==> config.mk <==
export PLATFORM = sky130hd
export DESIGN_NAME = occupancy_ctrl_flat
export DESIGN_NICKNAME = d
export VERILOG_FILES = /design/src/rtl/occupancy_if.sv /design/src/rtl/occupancy_ctrl.sv /design/src/flat_wrapper.sv
export SDC_FILE = /design/constraint.sdc
export NUM_CORES = 1
export LEC_CHECK = 0
export CAP_MARGIN = 10
export CORE_AREA = 4 4 119 98
export DETAILED_ROUTE_END_ITERATION = 10
export DIE_AREA = 0 0 123 102
export GPL_ROUTABILITY_DRIVEN = 0
export MAX_ROUTING_LAYER = met4
export PLACE_DENSITY = 0.54
export SLEW_MARGIN = 40
export SYNTH_ARGS = -nofsm -noshare
export SYNTH_HDL_FRONTEND = slang
export SYNTH_SLANG_ARGS = --single-unit
==> constraint.sdc <==
create_clock -name clk -period 3.59 [get_ports clk]
set_clock_uncertainty 0.1 [all_clocks]
set_input_delay 0.718 -clock clk [delete_from_list [all_inputs] [get_ports clk]]
set_output_delay 0.718 -clock clk [all_outputs]
set_load 0.05 [all_outputs]
==> src/rtl/occupancy_if.sv <==
// Button/clear inputs and count/status outputs of the occupancy controller.
interface occupancy_if;
  logic       key_in;
  logic       key_out;
  logic       clr;
  logic [5:0] now_num;
  logic [9:0] sum_num;
  logic       full_led;
  logic       in_ack;
  logic       out_ack;
  logic       reject;
  logic       scan_tick;

  modport master (
    output key_in, key_out, clr,
    input  now_num, sum_num, full_led, in_ack, out_ack, reject, scan_tick
  );

  modport slave (
    input  key_in, key_out, clr,
    output now_num, sum_num, full_led, in_ack, out_ack, reject, scan_tick
  );
endinterface

==> src/rtl/occupancy_ctrl.sv <==
// Debounces entry/exit buttons, arbitrates them into occupancy and total-entry
// counters, and produces the display scan tick.
module occupancy_ctrl #(
  parameter int CAPACITY   = 50,
  parameter int DEB_CYCLES = 20000,
  parameter int TICK_DIV   = 50000
) (
  input  logic        clk,
  input  logic        rst_n,
  occupancy_if.slave  bus
);
  localparam int DW = $clog2(DEB_CYCLES);
  localparam int TW = $clog2(TICK_DIV);
  localparam logic [DW-1:0] DEB_LAST  = DW'(DEB_CYCLES - 1);
  localparam logic [DW-1:0] DEB_ZERO  = DW'(1'b0);
  localparam logic [DW-1:0] DEB_ONE   = DW'(1'b1);
  localparam logic [TW-1:0] TICK_LAST = TW'(TICK_DIV - 1);
  localparam logic [5:0]    CAP       = 6'(CAPACITY);
  localparam logic [9:0]    SUM_MAX   = 10'd999;

  typedef enum logic [1:0] {
    IDLE         = 2'd0,
    WAIT_PRESS   = 2'd1,
    PRESSED      = 2'd2,
    WAIT_RELEASE = 2'd3
  } key_state_e;

  // Index 0 is the entry key, index 1 the exit key.
  logic [1:0]    sync1_r, sync2_r;
  key_state_e    state_r [2];
  key_state_e    state_s [2];
  logic [DW-1:0] cnt_r   [2];
  logic [DW-1:0] cnt_s   [2];
  logic [1:0]    ev_r, ev_s;

  logic [5:0]    now_r, now_s;
  logic [9:0]    sum_r, sum_s;
  logic          full_r, in_ack_r, out_ack_r, reject_r;
  logic          in_ack_s, out_ack_s, reject_s;
  logic [TW-1:0] tick_cnt_r;
  logic          scan_tick_r;

  // Decimal wrap keeps the total inside three display digits.
  function automatic logic [9:0] sum_inc(input logic [9:0] v);
    sum_inc = (v >= SUM_MAX) ? 10'd0 : v + 10'd1;
  endfunction

  // Two-flop synchronisers for both raw buttons
  always_ff @(posedge clk or negedge rst_n) begin
    if (!rst_n) begin
      sync1_r <= 2'b00;
      sync2_r <= 2'b00;
    end else begin
      sync1_r <= {bus.key_out, bus.key_in};
      sync2_r <= sync1_r;
    end
  end

  // Debounce FSM state, counters and registered event pulses
  always_ff @(posedge clk or negedge rst_n) begin
    if (!rst_n) begin
      for (int k = 0; k < 2; k++) begin
        state_r[k] <= IDLE;
        cnt_r[k]   <= DEB_ZERO;
      end
      ev_r <= 2'b00;
    end else begin
      for (int k = 0; k < 2; k++) begin
        state_r[k] <= state_s[k];
        cnt_r[k]   <= cnt_s[k];
      end
      ev_r <= ev_s;
    end
  end

  // Debounce FSM next state; an event fires only on a fully stable press
  always_comb begin
    ev_s = 2'b00;
    for (int k = 0; k < 2; k++) begin
      state_s[k] = state_r[k];
      cnt_s[k]   = cnt_r[k];
      case (state_r[k])
        IDLE: begin
          if (sync2_r[k]) begin
            state_s[k] = WAIT_PRESS;
            cnt_s[k]   = DEB_ZERO;
          end else begin
            state_s[k] = IDLE;
          end
        end
        WAIT_PRESS: begin
          if (!sync2_r[k]) begin
            state_s[k] = IDLE;
          end else if (cnt_r[k] == DEB_LAST) begin
            state_s[k] = PRESSED;
            ev_s[k]    = 1'b1;
          end else begin
            cnt_s[k] = cnt_r[k] + DEB_ONE;
          end
        end
        PRESSED: begin
          if (!sync2_r[k]) begin
            state_s[k] = WAIT_RELEASE;
            cnt_s[k]   = DEB_ZERO;
          end else begin
            state_s[k] = PRESSED;
          end
        end
        WAIT_RELEASE: begin
          if (sync2_r[k]) begin
            state_s[k] = PRESSED;
          end else if (cnt_r[k] == DEB_LAST) begin
            state_s[k] = IDLE;
          end else begin
            cnt_s[k] = cnt_r[k] + DEB_ONE;
          end
        end
        default: begin
          state_s[k] = IDLE;
          cnt_s[k]   = DEB_ZERO;
        end
      endcase
    end
  end

  // Arbitration: clear, then simultaneous, then single entry, then single exit
  always_comb begin
    now_s     = now_r;
    sum_s     = sum_r;
    in_ack_s  = 1'b0;
    out_ack_s = 1'b0;
    reject_s  = 1'b0;
    if (bus.clr) begin
      now_s = 6'd0;
      sum_s = 10'd0;
    end else if (ev_r[0] && ev_r[1]) begin
      sum_s    = sum_inc(sum_r);
      in_ack_s = 1'b1;
      if (now_r != 6'd0) begin
        out_ack_s = 1'b1;
      end else begin
        now_s = 6'd1;
      end
    end else if (ev_r[0]) begin
      if (now_r < CAP) begin
        now_s    = now_r + 6'd1;
        sum_s    = sum_inc(sum_r);
        in_ack_s = 1'b1;
      end else begin
        reject_s = 1'b1;
      end
    end else if (ev_r[1]) begin
      if (now_r != 6'd0) begin
        now_s     = now_r - 6'd1;
        out_ack_s = 1'b1;
      end else begin
        now_s = now_r;
      end
    end else begin
      now_s = now_r;
    end
  end

  // Counter, full flag and acknowledge registers
  always_ff @(posedge clk or negedge rst_n) begin
    if (!rst_n) begin
      now_r     <= 6'd0;
      sum_r     <= 10'd0;
      full_r    <= 1'b0;
      in_ack_r  <= 1'b0;
      out_ack_r <= 1'b0;
      reject_r  <= 1'b0;
    end else begin
      now_r     <= now_s;
      sum_r     <= sum_s;
      full_r    <= (now_s == CAP);
      in_ack_r  <= in_ack_s;
      out_ack_r <= out_ack_s;
      reject_r  <= reject_s;
    end
  end

  // Free-running scan divider; the tick is registered so it lands TICK_DIV edges after release
  always_ff @(posedge clk or negedge rst_n) begin
    if (!rst_n) begin
      tick_cnt_r  <= TW'(1'b0);
      scan_tick_r <= 1'b0;
    end else begin
      tick_cnt_r  <= (tick_cnt_r == TICK_LAST) ? TW'(1'b0) : tick_cnt_r + TW'(1'b1);
      scan_tick_r <= (tick_cnt_r == TICK_LAST);
    end
  end

  assign bus.now_num   = now_r;
  assign bus.sum_num   = sum_r;
  assign bus.full_led  = full_r;
  assign bus.in_ack    = in_ack_r;
  assign bus.out_ack   = out_ack_r;
  assign bus.reject    = reject_r;
  assign bus.scan_tick = scan_tick_r;
endmodule

==> src/flat_wrapper.sv <==
// flat-port wrapper written by rule: the top's interface ports become plain ports
module occupancy_ctrl_flat 
#(
  parameter int CAPACITY   = 50,
  parameter int DEB_CYCLES = 20000,
  parameter int TICK_DIV   = 50000
)
  (clk, rst_n, bus_key_in, bus_key_out, bus_clr, bus_now_num, bus_sum_num, bus_full_led, bus_in_ack, bus_out_ack, bus_reject, bus_scan_tick);
  occupancy_if bus_i ();
  input  logic clk;
  input  logic rst_n;
  input wire logic [$bits(bus_i.key_in)-1:0] bus_key_in;
  input wire logic [$bits(bus_i.key_out)-1:0] bus_key_out;
  input wire logic [$bits(bus_i.clr)-1:0] bus_clr;
  output wire logic [$bits(bus_i.now_num)-1:0] bus_now_num;
  output wire logic [$bits(bus_i.sum_num)-1:0] bus_sum_num;
  output wire logic [$bits(bus_i.full_led)-1:0] bus_full_led;
  output wire logic [$bits(bus_i.in_ack)-1:0] bus_in_ack;
  output wire logic [$bits(bus_i.out_ack)-1:0] bus_out_ack;
  output wire logic [$bits(bus_i.reject)-1:0] bus_reject;
  output wire logic [$bits(bus_i.scan_tick)-1:0] bus_scan_tick;
  assign bus_i.key_in = bus_key_in;
  assign bus_i.key_out = bus_key_out;
  assign bus_i.clr = bus_clr;
  assign bus_now_num = bus_i.now_num;
  assign bus_sum_num = bus_i.sum_num;
  assign bus_full_led = bus_i.full_led;
  assign bus_in_ack = bus_i.in_ack;
  assign bus_out_ack = bus_i.out_ack;
  assign bus_reject = bus_i.reject;
  assign bus_scan_tick = bus_i.scan_tick;
  occupancy_ctrl #(.CAPACITY(CAPACITY), .DEB_CYCLES(DEB_CYCLES), .TICK_DIV(TICK_DIV)) u_core (.clk(clk), .rst_n(rst_n), .bus(bus_i));
endmodule
# --- Word-level counts from Yosys, hierarchy flattened ---
# Index checks and enable logic that the tools add are counted.
totals:
  reg_bits: 77
  inputBits: 5
  out_inout_bits: 21
op_classes:
  add_sub_neg: 6
  magnitude_cmp: 2
  eq_ne: 22
  muxes: 58
  reduce_logical: 11
ops:
  columns: ["cell", "n"]
  rows:
  - ["2-to-1 mux 15 bit", 10]
  - ["case mux 15 bit (4 select lines)", 2]
  - ["2-to-1 mux 10 bit", 5]
  - ["2-to-1 mux 6 bit", 7]
  - ["adder 15 x 1 -> 15 bit (second input constant)", 2]
  - ["== test 15 bit (second input constant)", 2]
  - ["2-to-1 mux 1 bit", 23]
  - ["adder 16 x 1 -> 16 bit (second input constant)", 1]
  - ["== test 16 bit (second input constant)", 1]
  - ["2-to-1 mux 16 bit", 1]
  - ["2-to-1 mux 2 bit", 8]
  - ["case mux 2 bit (4 select lines)", 2]
  - ["adder 10 x 1 -> 10 bit (second input constant)", 1]
  - [">= comparator 10 bit (second input constant)", 1]
  - ["== test 2 bit (second input constant)", 4]
  - ["inequality test 2 x 1 -> 1 bit (second input constant)", 4]
  - ["inequality test 2 bit (second input constant)", 4]
  - ["AND reduction 4 bit", 2]
  - ["adder 6 x 1 -> 6 bit (second input constant)", 1]
  - ["== test 6 bit (second input constant)", 1]
  - ["less-than comparator 6 bit (second input constant)", 1]
  - ["inequality test 3 x 1 -> 1 bit (second input constant)", 2]
  - ["inequality test 3 bit (second input constant)", 2]
  - ["AND reduction 2 bit", 3]
  - ["6 further kinds", 9]

# --- Depth between registers and ports, before layout ---
# Gate-level depths: netlist of run 1.
logic_depth:
  depth_word: 7
  mapped_depth: 9
  ltp_nobuf: 9

# --- Worst setup path after synthesis of run 1 ---
# No wires, ideal clock.
synth_timing:
  kind: "reg-to-reg"
  startpoint: "register u_core.now_r[0], in the netlist u_core.bus.now_num[0]"
  endpoint: "register u_core.full_r, in the netlist u_core.bus.full_led"
  t_arrival_ns: 2.139
  t_required_ns: 3.423
  slack_ns: 1.284
  path_stages_with_launch: 10
  n_path_buf: 0
  cell_sequence: "dfrtp_1 inv_1 ha_1 nand3_1 ha_1 nor2b_1 o31a_1 o311a_1 nor4b_1 and3_1"
synth_between:
  elab_chain_cells: 7
synth_rtl:
  columns: ["item", "line", "rtl"]
  rows:
  - ["from (decl)", "occupancy_ctrl.sv:36", "logic [5:0] now_r, now_s;"]
  - ["from (signal assigned)", "occupancy_ctrl.sv:174", "now_r <= now_s;"]
  - ["subtractor 6 x 1 -> 6 bit or nonzero test 6 bit (tied branches)", "occupancy_ctrl.sv:154, occupancy_ctrl.sv:139, occupancy_ctrl.sv:153", null]
  - ["2-to-1 mux 6 bit", "occupancy_ctrl.sv:153", "if (now_r != 6'd0) begin"]
  - ["2-to-1 mux 6 bit", "occupancy_ctrl.sv:152", "end else if (ev_r[1]) begin"]
  - ["2-to-1 mux 6 bit", "occupancy_ctrl.sv:144", "end else if (ev_r[0]) begin"]
  - ["2-to-1 mux 6 bit (*)", "occupancy_ctrl.sv:136", "end else if (ev_r[0] && ev_r[1]) begin"]
  - ["2-to-1 mux 6 bit (*)", "occupancy_ctrl.sv:133", "if (bus.clr) begin"]
  - ["via u_core.now_s[0]", "occupancy_ctrl.sv:36", null]
  - ["== test 6 bit (*)", "occupancy_ctrl.sv:176", "full_r <= (now_s == CAP);"]
  - ["to (signal assigned)", "occupancy_ctrl.sv:176", null]
  - ["to (decl)", "occupancy_ctrl.sv:38", "logic full_r, in_ack_r, out_ack_r, reject_r;"]
# The timed path passes the listed nets; every way through them passes the cells marked *.
# A chain may end at the register's enable or synchronous reset.

# --- Worst setup path in the final report of run 1 ---
layout_timing:
  startpoint: "register u_core.now_r[4], in the netlist u_core.bus.now_num[4]"
  endpoint: "output port bus_now_num[4]"
layout_lines:
  columns: ["item", "line", "rtl"]
  rows:
  - ["to (decl)", "flat_wrapper.sv:15", "output wire logic [$bits(bus_i.now_num)-1:0] bus_now_num;"]
# No word-level cell between the ends.

==> results of run 1 <==
## power by group through the flow
stage	Sequential (W)	Clock, W	Combinational, W
5_1_grt	0.000911	0.00101	0.0000888
6_report	0.000909	0.000945	0.0000752
3_3_place_gp	0.000923	0	0.0000756
4_1_cts	0.000908	0.000973	0.0000776
3_5_place_dp	0.000923	0	0.0000777
2_1_floorplan	0.000913	0	0.0000516
## cells in the mapped netlist, types with 9 or more instances
cell type | instances | share of area, %
clkbuf_1 | 12 | 1.1
nand2_1 | 35 | 3.2
nor3_1 | 11 | 1.3
nor3b_1 | 10 | 1.8
dfrtp_1 | 77 | 47
a21o_1 | 9 | 1.7
and3_1 | 9 | 1.4
nand4_1 | 9 | 1.4
xor2_1 | 13 | 2.8
nand3_1 | 19 | 2.3
xnor2_1 | 16 | 3.4
o21ai_0 | 19 | 2.3
inv_1 | 15 | 1.4
nor2_1 | 38 | 3.5
## through the flow
| step | setup WS (ps) | area, sq um | total power [W] | instances | hold WS [ps] |
|---|---|---|---|---|---|
| after floorplan | 1280 | 4090 | 0.000965 | 418 | 231 |
| after global placement | 780 | 4470 | 0.000999 | 574 | 232 |
| after detailed placement | 710 | 4470 | 0.00100 | 574 | 238 |
| after CTS | 987 | 4780 | 0.00196 | 590 | 252 |
| after global routing | 857 | 4790 | 0.00201 | 590 | 255 |
| final | 1000 | 4790 | 0.00193 | 590 | 249 |
## routing by layer
layer	vias to the layer above	routed length, microns	track usage [%]
li1	1581	-	-
met5	-	0	-
met1	1544	4320	20.7
met4	0	55	3.32
met3	4	431	5.04
met2	55	3750	22.5
## cells by family after synthesis
logic type                 count (synthesis)  synth area share [%]
and+or+nand+nor                          175                  23.2
AOI/OAI and AO/OA                         89                  15.5
DFF                                       77                  47.2
buffers and inverters                     31                  3.00
xor gates and xnor gates                  30                  6.61
muxes                                      9                  2.36
adders and majority gates                  7                  2.14
## cell type report
cell class / count / area (sq um) / area share [%]
multi-input combinational: 310 / 2050 / 42.7
sequential: 77 / 1930 / 40.2
timing repair buffer: 28 / 274 / 5.72
clock buffer: 11 / 233 / 4.86
tap: 144 / 180 / 3.76
clock inverter: 5 / 75.1 / 1.57
inverter: 15 / 56.3 / 1.17
## registers in the layout, summed over array words and instances (netlist names), 2 cells and up, named ones only
| signal | cells |
|---|---|
| u_core.tick_cnt_r | 16 |
| u_core.bus.sum_num | 10 |
| u_core.state_r | 2 |
| u_core.cnt_r | 30 |
| u_core.sync1_r | 2 |
| u_core.bus.now_num | 6 |
| u_core.ev_r | 2 |
| u_core.sync2_r | 2 |
## final timing paths
| path | end | cells past startpoint |
|---|---|---|
| setup / recovery | bus_now_num[4] | 1 |
| hold / removal | u_core.sync2_r[1] | 0 |
| setup reg to reg | u_core.cnt_r[24] | 6 |
| hold reg to reg | u_core.sync2_r[1] | 0 |
| max in group asynchronous | u_core.tick_cnt_r[10] | 1 |
| min in group asynchronous | u_core.bus.now_num[5] | 1 |
==> insert_results.sql, run 1 <==
INSERT INTO impl_metrics (metric_group, metric, value, unit) VALUES
('sta', 'fin_tns_setup', '0', 'ps'),
('sta', 'grt_setup_unrepaired', 'no', ''),
('drt', 'count_of_vias_placed_by_the_detailed_router', '3184', ''),
('sta', 'timing.final.crit_share', '72.1', '%'),
('power_and_ir_drop', 'clockPowerShare', '49.0', '%'),
('global_route', 'grt_antenna_before_repair', '0', ''),
('synthesis', 'ys_seq_area_share', '47.2', '%'),
('setup_path', 'worst_path_dominant_cell_family', 'buffers and inverters', ''),
('setup_path', 'cp_max_delay_cell', 'clkdlybuf4s50_1', ''),
('drt', 'remaining_drc_errors', '0', ''),
('synthesis', 'synth_nets', '430', ''),
('synthesis', 'netlist_area', '4090', 'sq um'),
('finish', 'finalCoreUtilization', '45.3', '%'),
('setup_path', 'startpoint', 'u_core.bus.now_num[4]', ''),
('sta', 'final-setup-viol-count', '0', ''),
('power_and_ir_drop', 'cell_internal_pwr', '0.00152', 'W'),
('drt', 'firstDrtPassIters', '4', ''),
('synthesis', 'async_reset_ff_share', '100', '%'),
('synthesis', 'postSynthRegisterBits', '77', ''),
('global_route', 'wire_length_of_the_first_global_routing_pass', '14900', 'microns'),
('finish', 'antenna_cells_inserted', '0', ''),
('finish', 'final_common_cell', 'dfrtp_1', ''),
('power_and_ir_drop', 'vdd.ir_drop.worst', '267', 'uV'),
('sta', 'tightestPinTransition', '704', 'ps'),
('die', 'die_x', '123', 'microns'),
('cts', 'clock_tree.buffer_depth', '2', ''),
('cts', 'tritoncts_clock_tree', 'yes', ''),
('synthesis', 'yosys_warnings', '0', ''),
('cts', 'hold_buffers', '0', ''),
('die', 'die_height', '102', 'microns'),
('die', 'design.die.area', '12500', 'sq um'),
('cts', 'clk_pin_slew', '60', 'ps'),
('setup_path', 'crit-reg2reg-launch', 'u_core.cnt_r[22]', ''),
('finish', 'nFillCells', '983', ''),
('power_and_ir_drop', 'sequentialPowerShare', '47.1', '%'),
('drt', 'wirelength', '8560', 'microns'),
('setup_path', 'timing.critical_path.fanout_max', '13', ''),
('cts', 'numClockSinks', '77', ''),
('status', 'status', 'finished clean', ''),
('setup_path', 'ws_path_type', 'reg -> out', ''),
('global_route', 'gr-total-overflow', '0', ''),
('cts', 'clk-insertion-delay-late', '330', 'ps'),
('global_route', 'gr-usage-all-layers', '15.3', '%'),
('drt', 'viasPerCell', '5.40', ''),
('finish', 'areaGrowthSynthToFinish', '17.3', '%'),
('power_and_ir_drop', 'total_switching_power', '0.000411', 'W'),
('sta', 'period_needed', '2590', 'ps'),
('sta', 'maxSlewHeadroom', '52.6', '%'),
('cts', 'clock_tree.htree_level_count', '3', ''),
('placement', 'detailed_place_hpwl', '5770', 'microns'),
('setup_path', 'cells_along_the_critical_path', 'clkdlybuf4s50_1', ''),
('sta', 'max_clock_freq', '386', 'MHz'),
('die', 'placementRows', '34', ''),
('cts', 'cts-buffers-inserted', '9', ''),
('global_route', 'largest_net_degree_at_the_start_of_global_routing', '78', ''),
('die', 'design.core.area', '10600', 'sq um'),
('die', 'pin_count', '26', ''),
('power_and_ir_drop', 'share_comb_of_total_power', '3.9', '%'),
('synthesis', 'synth_edf_count', '0', ''),
('global_route', 'grt_pass1_vias', '3080', ''),
('finish', 'fraction_of_layout_cells_with_a_size_suffix_above_1', '6.95', '%'),
('min_path', 'startpoint_of_the_lowest_slack_hold_path', 'u_core.sync1_r[1]', ''),
('cts', 'post-cts-setup-buffers', '0', ''),
('power_and_ir_drop', 'p_leak', '2.06', 'nW'),
('synthesis', 'postSynthAreaPerCell', '9.78', 'sq um'),
('finish', 'final_nets', '453', ''),
('setup_path', 'cp-end-kind', 'output port', ''),
('synthesis', 'synth_cell_types', '63', ''),
('setup_path', 'timing.critical_path.required', '2770', 'ps'),
('synthesis', 'dominantRegCellSynth', 'dfrtp_1', ''),
('cts', 'post_cts_resize_count', '0', '');
(Power assumes the default switching activity.)
==> run 2, diff against run 1 <==
==> constraint.sdc (replaced) <==
create_clock -name clk -period 2.4 [get_ports clk]
set_clock_uncertainty 0.1 [all_clocks]
set_input_delay 0.48 -clock clk [delete_from_list [all_inputs] [get_ports clk]]
set_output_delay 0.48 -clock clk [all_outputs]
set_load 0.05 [all_outputs]
==> insert_results.sql, run 2 (synthesis results as in run 1) <==
INSERT INTO impl_metrics (metric_group, metric, value, unit) VALUES
('cts', 'clock_tree.buffer_depth', '2', ''),
('die', 'die_x', '123', 'microns'),
('placement', 'detailed_place_hpwl', '6040', 'microns'),
('finish', 'layout_common_cells', 'dfrtp_1, nor2_1, nand2_1, clkdlybuf4s50_1, o21ai_0', ''),
('die', 'die_height', '102', 'microns'),
('drt', 'count_of_vias_placed_by_the_detailed_router', '3272', ''),
('global_route', 'gr-usage-all-layers', '15.6', '%'),
('die', 'design.die.area', '12500', 'sq um'),
('drt', 'top_layer_used', 'met4', ''),
('drt', 'route.met3.wl', '455', 'microns'),
('min_path', 'worstHoldPathType', 'reg -> reg', ''),
('finish', 'layout.cells.non_filler', '605', ''),
('finish', 'largest_register_ff_count', '30', ''),
('global_route', 'largest_net_degree_at_the_start_of_global_routing', '53', ''),
('finish', 'final_common_cell', 'dfrtp_1', ''),
('power_and_ir_drop', 'p_leak', '2.18', 'nW'),
('power_and_ir_drop', 'total_switching_power', '0.000615', 'W'),
('run', 'total_of_max_cap_violations', '0', ''),
('global_route', 'gr-total-overflow', '0', ''),
('global_route', 'grt_antenna_before_repair', '0', ''),
('power_and_ir_drop', 'sequentialPowerShare', '46.6', '%'),
('finish', 'areaGrowthSynthToFinish', '20.8', '%'),
('cts', 'cts-buffers-inserted', '9', ''),
('sta', 'maxSlewHeadroom', '59.4', '%'),
('placement', 'io_buffers', '25', ''),
('power_and_ir_drop', 'vdd.ir_drop.worst', '336', 'uV'),
('die', 'pin_count', '26', ''),
('drt', 'drt_iter0_markers', '296', ''),
('cts', 'tritoncts_clock_tree', 'yes', ''),
('placement', 'numPlacedInstances', '589', ''),
('setup_path', 'regToRegSetupSlack', '150', 'ps'),
('cts', 'clk_pin_slew', '60', 'ps'),
('drt', 'firstDrtPassIters', '6', ''),
('die', 'placementRows', '34', ''),
('setup_path', 'cp-end-kind', 'output port', ''),
('sta', 'final-setup-viol-count', '0', ''),
('sta', 'hold_violations', '0', ''),
('cts', 'numClockSinks', '77', ''),
('setup_path', 'timing.critical_path.required', '1820', 'ps'),
('sta', 'max_clock_freq', '429', 'MHz'),
('sta', 'timing.final.crit_share', '97.2', '%'),
('power_and_ir_drop', 'power.switching_fraction', '21.1', '%'),
('power_and_ir_drop', 'cell_internal_pwr', '0.00230', 'W'),
('global_route', 'wire_length_of_the_first_global_routing_pass', '15300', 'microns'),
('drt', 'detailed_route_wirelength_on_metal2', '3840', 'microns'),
('finish', 'largest-register', 'u_core.cnt_r', ''),
('power_and_ir_drop', 'clockPowerShare', '49.0', '%'),
('finish', 'antenna_cells_inserted', '0', ''),
('drt', 'remaining_drc_errors', '0', ''),
('setup_path', 'timing.critical_path.from_type', 'flip-flop', ''),
('setup_path', 'timing.critical_path.fanout_max', '7', ''),
('finish', 'final_nets', '469', ''),
('power_and_ir_drop', 'share_comb_of_total_power', '4.3', '%'),
('cts', 'cts.root.buffer_cell', 'clkbuf_16', ''),
('power_and_ir_drop', 'powerDensity', '590', 'nW/um^2'),
('finish', 'fraction_of_layout_cells_with_a_size_suffix_above_1', '11.1', '%'),
('sta', 'period_needed', '2330', 'ps'),
('die', 'design.core.area', '10600', 'sq um'),
('cts', 'clock_tree.htree_level_count', '3', ''),
('die', 'floorplan.initialDensity', '38.6', '%'),
('status', 'status', 'finished clean', ''),
('drt', 'met1_wire_length', '4440', 'microns'),
('drt', 'wirelength', '8790', 'microns'),
('drt', 'viasPerCell', '5.41', ''),
('sta', 'tightestPinTransition', '594', 'ps'),
('finish', 'finalCoreUtilization', '46.6', '%'),
('cts', 'clk-insertion-delay-late', '330', 'ps'),
('setup_path', 'ws_path_type', 'reg -> out', ''),
('drt', 'per_cell_routed_wire_length', '14.5', 'microns'),
('setup_path', 'worst_ep_arrival_time', '1750', 'ps'),
('drt', 'detail-route-antenna-nets', '0', ''),
('sta', 'final-max-slew-violation-count', '0', ''),
('global_route', 'grt_pass1_vias', '3114', '');
run 2: cell types whose count changed in the layout (fill, tap and decap cells not counted), sizes merged:
cell,change
buf,+15
clkbuf,-1
clkdlybuf4s50,-1
dlygate4sd3,+1
dlymetal6s2s,+1
run 2: stage by stage:
stage	hold slack [ps]	instance area [sq um]	setup WS [ps]	total power [W]	setup TNS, ps
after floorplan	84.4	4090	94.0	0.00144	0
after global placement	232	4600	99.4	0.00151	0
after detailed placement	237	4600	48.5	0.00151	0
after CTS	249	4920	23.5	0.00297	0
after global routing	259	4940	-8.69	0.00304	-10.9
final	250	4940	67.9	0.00291	0
run 2: final cells by class:
class | instances | area (sq um)
inverter | 15 | 56.3
clock buffer | 10 | 239
fill | 997 | 5660
multi-input combinational | 310 | 2050
tap | 144 | 180
sequential | 77 | 1930
clock inverter | 5 | 75.1
timing repair buffer | 44 | 408
run 2: worst max-delay path, cell delays in order, from the launching register on:
cell and delay [ps]:
dfrtp_1 430, buf_4 190, clkdlybuf4s50_1 810
run 2: path summary, 6_finish.rpt:
kind	from	endpoint	cells past startpoint
worst max-delay path	u_core.bus.now_num[3]	bus_now_num[3]	2
worst min-delay path	u_core.sync1_r[1]	u_core.sync2_r[1]	0
worst max register to register	u_core.cnt_r[27]	u_core.cnt_r[15]	6
worst min register to register	u_core.sync1_r[1]	u_core.sync2_r[1]	0
max in group asynchronous	rst_n	u_core.bus.now_num[1]	3
min in group asynchronous	rst_n	u_core.bus.now_num[3]	2
run 2: power groups by stage:
stage,sequential (W),combinational (W),clock [W]
after floorplan,0.00137,0.0000771,0
after global placement,0.00138,0.000126,0
after detailed placement,0.00138,0.000128,0
after CTS,0.00136,0.000129,0.00148
after global routing,0.00136,0.000145,0.00154
final,0.00136,0.000126,0.00143
run 2: per-layer routing:
layer  GRT usage [%]  vias to the layer above
li1                -                     1611
met1            21.3                     1570
met3            3.98                        8
met2            23.1                       83
met4            4.34                        0
met5               -                        -
run 2: timing repair:
item | 4_1_cts | 5_1_grt
hold buffers | 1 | 0
endpoints found under the setup margin | 0 | 3
endpoints found under the hold margin | 25 | 0
resized for setup | 0 | 6
setup buffers | 0 | 0
==> run 3, diff against run 2 <==
--- a/config.mk
+++ b/config.mk
@@ -10,7 +10,6 @@
 export DETAILED_ROUTE_END_ITERATION = 10
 export DIE_AREA = 0 0 123 102
 export GPL_ROUTABILITY_DRIVEN = 0
-export MAX_ROUTING_LAYER = met4
 export PLACE_DENSITY = 0.54
 export SLEW_MARGIN = 40
 export SYNTH_ARGS = -nofsm -noshare
==> insert_results.sql, run 3 (synthesis results as in run 1) <==
INSERT INTO impl_metrics (metric_group, metric, value, unit) VALUES
('setup_path', 'cp-end-kind', 'output port', ''),
('drt', 'wirelength', '8710', 'microns'),
('setup_path', 'cp_max_delay_cell', 'clkdlybuf4s50_1', ''),
('finish', 'layout_common_cells', 'dfrtp_1, nor2_1, nand2_1, clkdlybuf4s50_1, o21ai_0', ''),
('cts', 'clock_tree.buffer_depth', '2', ''),
('die', 'design.core.area', '10600', 'sq um'),
('placement', 'post-place-ws', '48.5', 'ps'),
('die', 'floorplan.initialDensity', '38.6', '%'),
('die', 'die_x', '123', 'microns'),
('sta', 'holdWs', '250', 'ps'),
('sta', 'final-setup-viol-count', '0', ''),
('global_route', 'gr-usage-all-layers', '15.1', '%'),
('sta', 'crit_path_setup_slack_layout', '71.0', 'ps'),
('placement', 'io_buffers', '25', ''),
('setup_path', 'ws_path_type', 'reg -> out', ''),
('min_path', 'holdPathStages', '0', ''),
('die', 'die_height', '102', 'microns'),
('power_and_ir_drop', 'powerDensity', '590', 'nW/um^2'),
('placement', 'numPlacedInstances', '589', ''),
('sta', 'max_clock_freq', '429', 'MHz'),
('cts', 'cts.root.buffer_cell', 'clkbuf_16', ''),
('finish', 'largest-register', 'u_core.cnt_r', ''),
('min_path', 'worstHoldPathType', 'reg -> reg', ''),
('cts', 'clock_tree.htree_level_count', '3', ''),
('placement', 'detailed_place_hpwl', '6040', 'microns'),
('sta', 'final-max-slew-violation-count', '0', ''),
('drt', 'firstDrtPassIters', '4', ''),
('sta', 'fin_tns_setup', '0', 'ps'),
('finish', 'final_nets', '469', ''),
('finish', 'antenna_cells_inserted', '0', ''),
('drt', 'per_cell_routed_wire_length', '14.4', 'microns'),
('drt', 'viasPerCell', '5.35', ''),
('drt', 'drt_iter0_markers', '272', ''),
('drt', 'detail-route-antenna-nets', '0', ''),
('run', 'total_of_max_cap_violations', '0', ''),
('die', 'pin_count', '26', ''),
('finish', 'finalCoreUtilization', '46.6', '%'),
('cts', 'clk_pin_slew', '60', 'ps'),
('cts', 'clk-insertion-delay-late', '330', 'ps'),
('cts', 'numClockSinks', '77', ''),
('drt', 'count_of_vias_placed_by_the_detailed_router', '3234', ''),
('global_route', 'gr-total-overflow', '0', ''),
('setup_path', 'ff2ff_path_depth', '9', ''),
('setup_path', 'worst_ep_arrival_time', '1750', 'ps'),
('cts', 'cts-buffers-inserted', '9', ''),
('setup_path', 'cp_num_buf_inv', '2', ''),
('finish', 'fraction_of_layout_cells_with_a_size_suffix_above_1', '11.1', '%'),
('setup_path', 'timing.critical_path.fanout_max', '7', ''),
('setup_path', 'timing.critical_path.slowest_cell_delay', '810', 'ps'),
('sta', 'maxSlewHeadroom', '59.6', '%'),
('global_route', 'grt_antenna_before_repair', '0', ''),
('die', 'design.die.area', '12500', 'sq um'),
('sta', 'period_needed', '2330', 'ps'),
('sta', 'tightestPinTransition', '591', 'ps'),
('global_route', 'grt_pass1_vias', '3116', ''),
('cts', 'tritoncts_clock_tree', 'yes', ''),
('setup_path', 'timing.critical_path.depth', '2', ''),
('setup_path', 'timing.critical_path.from_type', 'flip-flop', ''),
('die', 'placementRows', '34', ''),
('power_and_ir_drop', 'p_leak', '2.18', 'nW'),
('drt', 'remaining_drc_errors', '0', ''),
('setup_path', 'timing.critical_path.required', '1820', 'ps'),
('finish', 'final_common_cell', 'dfrtp_1', ''),
('finish', 'areaGrowthSynthToFinish', '20.8', '%'),
('global_route', 'largest_net_degree_at_the_start_of_global_routing', '53', ''),
('status', 'status', 'finished clean', ''),
('finish', 'largest_register_ff_count', '30', ''),
('power_and_ir_drop', 'vdd.ir_drop.worst', '336', 'uV'),
('sta', 'timing.final.crit_share', '97.0', '%'),
('setup_path', 'cells_along_the_critical_path', 'buf_4 > clkdlybuf4s50_1', ''),
('global_route', 'wire_length_of_the_first_global_routing_pass', '15300', 'microns'),
('finish', 'layout.cells.non_filler', '605', ''),
('setup_path', 'worst_path_dominant_cell_family', 'buffers and inverters', ''),
('sta', 'hold_violations', '0', '');
-- run 3: cell counts in the layout (fill, tap and decap cells not counted) --
Identical to the previous run, type by type.
-- run 3: area by class of cell --
class | instances | area, sq um
clock buffer | 10 | 239
clock inverter | 5 | 75.1
fill | 997 | 5660
inverter | 15 | 56.3
multi-input combinational | 310 | 2050
sequential | 77 | 1930
tap | 144 | 180
timing repair buffer | 44 | 408
-- run 3: what timing repair did --
| item | 4_1_cts | 5_1_grt |
|---|---|---|
| setup buffers | 0 | 0 |
| hold buffers | 1 | 0 |
| resized for setup | 0 | 6 |
| endpoints found under the setup margin | 0 | 3 |
| hold endpoints to repair | 25 | 0 |
-- run 3: power by group --
group	internal (W)	switching, W
Clock	0.000927	0.000500
Sequential	0.00132	0.0000370
Combinational	0.0000514	0.0000747
-- run 3: worst reg2reg max path, delay by kind of cell (launching register included) --
family                   cells  cell delay [ps]
flip-flops                   1              470
AND/OR/NAND/NOR              4              570
adder cells (fa/ha/maj)      2              530
AO/OA/AOI/OAI                2              390
buffers and inverters        1              120
-- run 3: routing by layer --
| layer | vias to the layer above | GRT usage, % | routed length, microns | part of all wire (%) |
|---|---|---|---|---|
| met1 | 1548 | 21.3 | 4440 | 51 |
| met2 | 68 | 23.0 | 3770 | 43 |
| met4 | 0 | 4.34 | 84 | 0.96 |
| met3 | 8 | 3.98 | 416 | 4.8 |
| met5 | - | 0 | 0 | 0 |
| li1 | 1610 | - | - | - |
-- run 3: metrics by stage --
stage	power, W	cell area, sq um
after floorplan	0.00144	4090
final	0.00291	4940
after global placement	0.00151	4600
after detailed placement	0.00151	4600
after CTS	0.00297	4920
after global routing	0.00304	4940
-- run 3: final timing paths --
kind | slack, ps | from | endpoint
worst min-delay path | 250 | u_core.sync1_r[1] | u_core.sync2_r[1]
worst max-delay path | 70 | u_core.bus.now_num[3] | bus_now_num[3]
max in group asynchronous | 1100 | rst_n | u_core.bus.now_num[1]
min in group asynchronous | 510 | rst_n | u_core.bus.now_num[3]
worst min register to register | 250 | u_core.sync1_r[1] | u_core.sync2_r[1]
worst max register to register | 160 | u_core.bus.now_num[1] | u_core.bus.full_led
